`src/rtl/merge2_encoder.sv`:
```
// -----------------------------------------------------------------------------
// merge2_encoder
//   Clocked 2-to-1 wormhole packet merge. Two W-bit flit streams are
//   arbitrated round-robin, packet by packet; once a packet is granted the
//   grant holds until its tail flit (bit TAIL_BIT = 1) has transferred.
//   Accepted flits go through a 2-entry output FIFO of {sel, data}, so the
//   output side is fully registered with 1-cycle latency.
//
// Ports
//   CLK        clock, rising edge
//   _RESET     asynchronous active-low reset
//   in0_data   flit from source 0        in0_valid / in0_ready  handshake
//   in1_data   flit from source 1        in1_valid / in1_ready  handshake
//   out_data   merged flit (FIFO head)
//   out_sel    source index of out_data (the S channel)
//   out_valid  head entry present         out_ready  downstream accepts head
// -----------------------------------------------------------------------------
module merge2_encoder #(
    parameter int W        = 9,
    parameter int TAIL_BIT = W - 1,
    parameter int DEPTH    = 2
) (
    input  logic         CLK,
    input  logic         _RESET,
    input  logic [W-1:0] in0_data,
    input  logic         in0_valid,
    output logic         in0_ready,
    input  logic [W-1:0] in1_data,
    input  logic         in1_valid,
    output logic         in1_ready,
    output logic [W-1:0] out_data,
    output logic         out_sel,
    output logic         out_valid,
    input  logic         out_ready
);

    typedef enum logic [1:0] {
        IDLE  = 2'd0,
        LOCK0 = 2'd1,
        LOCK1 = 2'd2
    } state_t;

    localparam logic [1:0] FULL = 2'(DEPTH);

    state_t     state;
    logic       last;               // source that completed the most recent packet
    logic [1:0] count;
    logic       rd_ptr;
    logic       wr_ptr;
    logic [W:0] mem [DEPTH];        // {sel, data}

    logic         gnt_valid;
    logic         gnt_idx;
    logic         room;
    logic         push;
    logic         pop;
    logic [W-1:0] push_data;

    // Grant selection. In IDLE the grant follows the valids combinationally;
    // in a LOCK state it is pinned to the owning source until the tail.
    // NOTE: every signal written here gets a default first so no latch is inferred.
    always_comb begin
        gnt_valid = 1'b0;
        gnt_idx   = 1'b0;
        unique case (state)
            IDLE: begin
                if (in0_valid && in1_valid) begin
                    gnt_valid = 1'b1;
                    gnt_idx   = ~last;
                end else if (in0_valid) begin
                    gnt_valid = 1'b1;
                    gnt_idx   = 1'b0;
                end else if (in1_valid) begin
                    gnt_valid = 1'b1;
                    gnt_idx   = 1'b1;
                end
            end
            LOCK0: begin
                gnt_valid = 1'b1;
                gnt_idx   = 1'b0;
            end
            LOCK1: begin
                gnt_valid = 1'b1;
                gnt_idx   = 1'b1;
            end
            default: ;
        endcase
    end

    // No same-cycle bypass: a full FIFO refuses input even when popping.
    assign room = (count != FULL);

    // Readys are gated by _RESET so they drop the instant reset asserts,
    // without waiting for the state registers to settle.
    assign in0_ready = _RESET && gnt_valid && !gnt_idx && room;
    assign in1_ready = _RESET && gnt_valid &&  gnt_idx && room;

    assign push_data = gnt_idx ? in1_data : in0_data;
    assign push      = (in0_valid && in0_ready) || (in1_valid && in1_ready);
    assign pop       = (count != 2'd0) && out_ready;

    assign out_valid          = (count != 2'd0);
    assign {out_sel, out_data} = mem[rd_ptr];

    // NOTE: sequential state uses non-blocking assignments so every register
    // samples pre-edge values, independent of statement order.
    always_ff @(posedge CLK or negedge _RESET) begin
        if (!_RESET) begin
            state  <= IDLE;
            last   <= 1'b1;
            count  <= 2'd0;
            rd_ptr <= 1'b0;
            wr_ptr <= 1'b0;
            // NOTE: the FIFO storage is reset because its head drives out_data
            // directly and must read as zero out of reset.
            for (int i = 0; i < DEPTH; i++) begin
                mem[i] <= '0;
            end
        end else begin
            if (push) begin
                mem[wr_ptr] <= {gnt_idx, push_data};
                wr_ptr      <= ~wr_ptr;
                if (push_data[TAIL_BIT]) begin
                    state <= IDLE;
                    last  <= gnt_idx;
                end else begin
                    state <= gnt_idx ? LOCK1 : LOCK0;
                end
            end

            if (pop) begin
                rd_ptr <= ~rd_ptr;
            end

            unique case ({push, pop})
                2'b10:   count <= count + 2'd1;
                2'b01:   count <= count - 2'd1;
                default: count <= count;
            endcase
        end
    end

endmodule

```
`config.mk`:
```
export PLATFORM = sky130hd
export DESIGN_NAME = merge2_encoder
export DESIGN_NICKNAME = d
export VERILOG_FILES = /design/src/rtl/merge2_encoder.sv
export SDC_FILE = /design/constraint.sdc
export NUM_CORES = 1
export LEC_CHECK = 0
export CORE_UTILIZATION = 48
export CTS_CLUSTER_DIAMETER = 50
export CTS_CLUSTER_SIZE = 12
export DETAILED_ROUTE_END_ITERATION = 16
export PLACE_DENSITY = 0.77
export SETUP_SLACK_MARGIN = 0.02
export SLEW_MARGIN = 30
export SYNTH_ARGS = -nofsm -noshare
export SYNTH_HDL_FRONTEND = slang
export SYNTH_SLANG_ARGS = --single-unit
```
`constraint.sdc`:
```
create_clock -name CLK -period 2.48 [get_ports CLK]
set_input_delay 0.744 -clock CLK [delete_from_list [all_inputs] [get_ports CLK]]
set_output_delay 0.744 -clock CLK [all_outputs]
set_load 0.01 [all_outputs]
```
Word-level counts from Yosys, hierarchy flattened
Index checks and enable logic that the tools add are counted.
Storage, ports and cells
  bits in registers: 27
  input port bits: 23
  output and inout bits: 13
  word-level logic and storage cells: 56
Operators by class
  add/sub/neg operators: 2
  $lt $le $gt $ge: 3
  bitwise gates (word level): 5
  mux-type cells: 17
  equality and inequality tests: 5
  reduce and logical (&&, ||, !) cells: 17
Operator list (count)
  10-bit 2-to-1 mux: 4
  20-bit bitwise mux: 1
  10-bit demux with 1-bit select: 1
  1-bit logical AND: 10
  9-bit 2-to-1 mux: 1
  1-bit 2-to-1 mux: 5
  2-bit by 1-bit == test with 1-bit output, second input constant: 2
  2-bit == test, second input constant: 2
  2-bit greater-or-equal comparator, second input constant: 2
  2-bit 2-to-1 mux: 2
  1-bit NOT with 2-bit output: 2
  1-bit case mux with 2 select lines: 2
  2-bit case mux with 2 select lines: 1
  2-bit nonzero test: 2
  1-bit NOT: 3
  2-bit by 1-bit adder with 2-bit output, second input constant: 1
  2-bit logical NOT: 1
  2-bit by 1-bit less-than comparator with 1-bit output, second input constant: 1
  2-bit != test, second input constant: 1
  2-bit AND reduction: 1
  2-bit OR reduction: 1
  2-bit by 1-bit subtractor with 2-bit output, second input constant: 1
  1-bit logical NOT: 1
  1-bit logical OR: 1

Longest topological paths before layout
  word-level depth: 11
  depth in mapped cells: 10
  depth with buffers taken out: 9

Least setup slack after synthesis
OpenSTA, ideal clock, no wires.
  path type: in2reg
  start: in in1_valid
  end: reg count[1]
  slack: 314 ps
  cell stages on the path: 8
  buffers on the path: 1
  required time: 2355 ps
  data arrival time: 2041 ps
  library setup time: 125 ps
  cells stage by stage: o21a_1 o2111ai_4 or2_2 clkbuf_1 ha_1 xnor2_1 nor2_1 xor2_1
On the way
  cells in the longest elaborated chain, start to end: 11
Ends and longest elaborated chain
  start: declaration: RTL line 29  | input logic in1_valid,
  1-bit 2-to-1 mux: RTL line 73  | end else if (in1_valid) begin
  1-bit 2-to-1 mux: RTL line 70  | end else if (in0_valid) begin
  1-bit 2-to-1 mux: RTL line 67  | if (in0_valid && in1_valid) begin
  1-bit case mux with 2 select lines: RTL line 65  | unique case (state)
  1-bit logical AND / 1-bit logical NOT (equally long branches): RTL line 95, 96
  1-bit logical AND, on equally long branches (2 in series): RTL line 95, 96
  1-bit logical AND: RTL line 99  | assign push = (in0_valid && in0_ready) || (in1_valid && in1_ready);
  1-bit logical OR (*): RTL line 99
  2-bit by 1-bit == test with 1-bit output / 2-bit == test (equally long branches): RTL line 135  | unique case ({push, pop})
  2-bit case mux with 2 select lines / 2-bit nonzero test (equally long branches)
  end signal: assignment: RTL line 136  | 2'b10: count <= count + 2'd1;
  end signal: assignment: RTL line 137  | 2'b01: count <= count - 2'd1;
  end signal: assignment: RTL line 138  | default: count <= count;
  end: declaration: RTL line 47  | logic [1:0] count;
Mark *: on every way between the ends. The rest lies on a longest branch, timed or not.
A chain may end at the register's enable or synchronous reset.

Worst setup path in the final report
  start: in _RESET
  end: out in0_ready
On the way
  cells in the longest elaborated chain, start to end: 3
Ends and longest elaborated chain
  start: declaration: RTL line 24  | input logic _RESET,
  1-bit logical AND (3 in series): RTL line 95  | assign in0_ready = _RESET && gnt_valid && !gnt_idx && room;
  end: declaration: RTL line 27  | output logic in0_ready,
Every way passes these cells.

==> flow_summary.yaml <==
yosys:
  yosys_warnings: 0
  synth_edf_count: 0
  syn-instance-count: 108
  synth.most_common_cell: "mux2_2"
  ys_async_sr_fraction_pct: 100.0
  syn_nets: 135
  synthFlopType: "dfrtp_1"
  yosysSeqAreaShare_pct: 47.58
  yosysTopAreaCell: "dfrtp_1"
  synth-seq-cells: 27
  syn_avg_cell_area_um2: 13.17
  synth_area_leaders: "dfrtp_1 46%, mux2_2 31%, ha_1 3.5%"
  synth_area_um2: 1423
  synthTopCellsByCount: "39 x mux2_2, 26 x dfrtp_1, 5 x inv_1, 4 x ha_1, 4 x o21ai_0"
  synth.distinct_cells: 25
  synth_top_area_share_pct: 45.73
global_route:
  grt_use_met2_pct: 35.13
  met3_usage_pct: 4.147
  grtUsageTotal_pct: 20.15
  busiest_layer: "met2"
  grt_pass1_vias: 1118
  use_met1_pct: 25.94
  grt_pass1_wl_um: 4981
  grt_max_degree: 28
  antenna_found_initial: 0
  grt_overflow: 0
critical_path:
  path_cells: "clkdlybuf4s50_1, o2111ai_4, nor2_1, buf_2"
  reg2reg_slack_ns: 0.16
  setup.worst_path.start_class: "input pin"
  slowest_delay_ns: 0.54
  arrival_ns: 1.68
  crit_type: "in -> out"
  cp-end-kind: "output pin"
  cp_max_fo: 3
  cp.buffers_inverters: 2
  critPathRequiredTime_ns: 1.74
  crit_path_top_delay_cell: "clkdlybuf4s50_1"
  path_delay_family: "buffers and inverters"
power:
  cellInternalPower_w: 0.001529
  pwr-share-comb_pct: 57.4
  power.switching_w: 0.0007906
  clock_power_share_pct: 8.2
  swShare_pct: 34.08
  power_density_nw_per_um2: 1184
  max-vdd-ir-drop_mv: 0.7280
  seq_power_share_pct: 34.4
  power_leakage_nw: 0.9265
cts:
  cts_tree: "yes"
  hold_buffers: 0
  root_buffer: "clkbuf_4"
  cts.sinks: 27
  clockBufferDepth: 2
  cts-htree-levels: 1
  numCtsBuffers: 3
  clk_pin_slew_worst_paths_ns: 0.14
  clock_latency_ns: 0.32
place:
  placed_cells: 182
  dp_hpwl_um: 2140
  port_buffers: 35
  place_congestion: 0.9253
drt:
  dr.pass1.iters: 4
  drt_wl_total_um: 2885
  drc: 0
  post_drt_via_cell_ratio: 5.492
  wire_per_inst_um: 15.26
  dr.first_iter.drc_count: 30
  via_count: 1038
  drtAntennaViolNets: 0
layout:
  n_antenna_cell: 0
  instances_no_fill: 189
  syn2layout_area_growth_pct: 37.73
  fin_nets: 186
  drive_gt1_share_pct: 44.94
sta:
  tightest_slew_ns: 0.3430
  hold_slack_ns: 0.5205
  slew_viol_final: 0
  max_freq_mhz: 412.8
  clock_skew_ns: 0.007499
  fin_crit_ns: 2.423
  finalCritPeriodShare_pct: 97.69
  rsz0062_at_grt: "false"
  slew_headroom_pct: 77.14
  hold_viol: 0
  finalSetupViolations: 0
floorplan:
  die_x_um: 56.44
  row_count: 19
  start_util_pct: 51.15
  io_pins: 36
  core_um2: 2781
  fp.dieH_um: 56.44
  die_area_um2: 3185
worst_hold_path:
  min_path_type: "reg -> reg"
run:
  cap_viol_max_count: 0
outcome:
  status: "finished clean"
## cell usage in the layout, fill, tap and decap left out, drive strengths merged
cell type / instances
o2111ai: 1
a31o: 1
nor3b: 1
o21a: 2
or2b: 1
dfstp: 1
o211ai: 1
clkbuf: 3
o21ai: 4
xor2: 2
o31ai: 2
inv: 5
nor3: 1
clkinvlp: 1
dfrtp: 26
dlymetal6s2s: 10
a21oi: 1
or2: 2
buf: 17
and2: 1
clkdlybuf4s50: 21
xnor2: 3
nand2: 2
a31oi: 1
dlygate4sd2: 2
nor2: 3
mux2: 39
ha: 4
## logic make-up after synthesis
logic type | Yosys count | share of synthesized area [%]
muxes | 39 | 30.87
adders and majority gates | 4 | 3.518
DFF | 27 | 47.58
AOI/OAI and AO/OA | 13 | 7.300
xor gates and xnor gates | 5 | 3.079
buffers and inverters | 9 | 2.727
and+or+nand+nor | 11 | 4.926
## stage by stage
stage / power (W) / setup WS (ns) / utilization [%] / cell area [um^2] / TNS, ns
4_1_cts: 0.002361 / 0.03373 / 69.23 / 1926 / 0
3_3_place_gp: 0.002077 / -0.5070 / 67.66 / 1882 / -3.031
3_5_place_dp: 0.002136 / -0.5295 / 67.66 / 1882 / -3.764
6_report: 0.002320 / 0.05739 / 70.45 / 1959 / 0
5_1_grt: 0.002488 / 0.02072 / 70.45 / 1959 / 0
2_1_floorplan: 0.001586 / 0.3136 / - / 1423 / 0
## what timing repair did
item | in CTS | in global routing
pin swaps | 4 | 0
gates resized for setup | 13 | 13
cloned | 0 | 0
endpoints found under the setup margin | 12 | 13
buffers inserted | 3 | 0
## path summary, 6_finish.rpt
path	from	endpoint	depth (start not counted)
max	_RESET	in0_ready	4
min	count[1]	count[1]	1
max reg2reg	state[0]	count[1]	10
min reg2reg	count[1]	count[1]	1
max in group asynchronous	_RESET	last	2
min in group asynchronous	_RESET	mem[14]	2
## power by group through the flow
| stage | Sequential [W] | Combinational (W) | Clock (W) |
|---|---|---|---|
| after floorplan | 0.000764 | 0.000823 | 0 |
| after global placement | 0.000823 | 0.00125 | 0 |
| after detailed placement | 0.000843 | 0.00129 | 0 |
| after CTS | 0.000795 | 0.00137 | 0.000194 |
| after global routing | 0.000829 | 0.00144 | 0.000221 |
| final | 0.000797 | 0.00133 | 0.000191 |
## metal layers
layer	up-vias	share of wire, %
li1	483	-
met1	508	43
met2	43	50
met5	-	0
met4	0	1.5
met3	4	5.3
## state kept, by name (all words and copies together), names as in the netlist
| register | count |
|---|---|
| count | 2 |
| last | 1 |
| mem | 20 |
| rd_ptr | 1 |
| state | 2 |
| wr_ptr | 1 |
## area by class of cell
type | count | area [um^2]
timing repair buffer | 50 | 479.2
inverter | 5 | 18.77
tap | 31 | 38.79
multi-input combinational | 72 | 714.4
sequential | 27 | 678.2
fill | 206 | 822.0
clock inverter | 1 | 7.507
clock buffer | 3 | 22.52
Note: power is estimated with default switching activity, not from simulation.
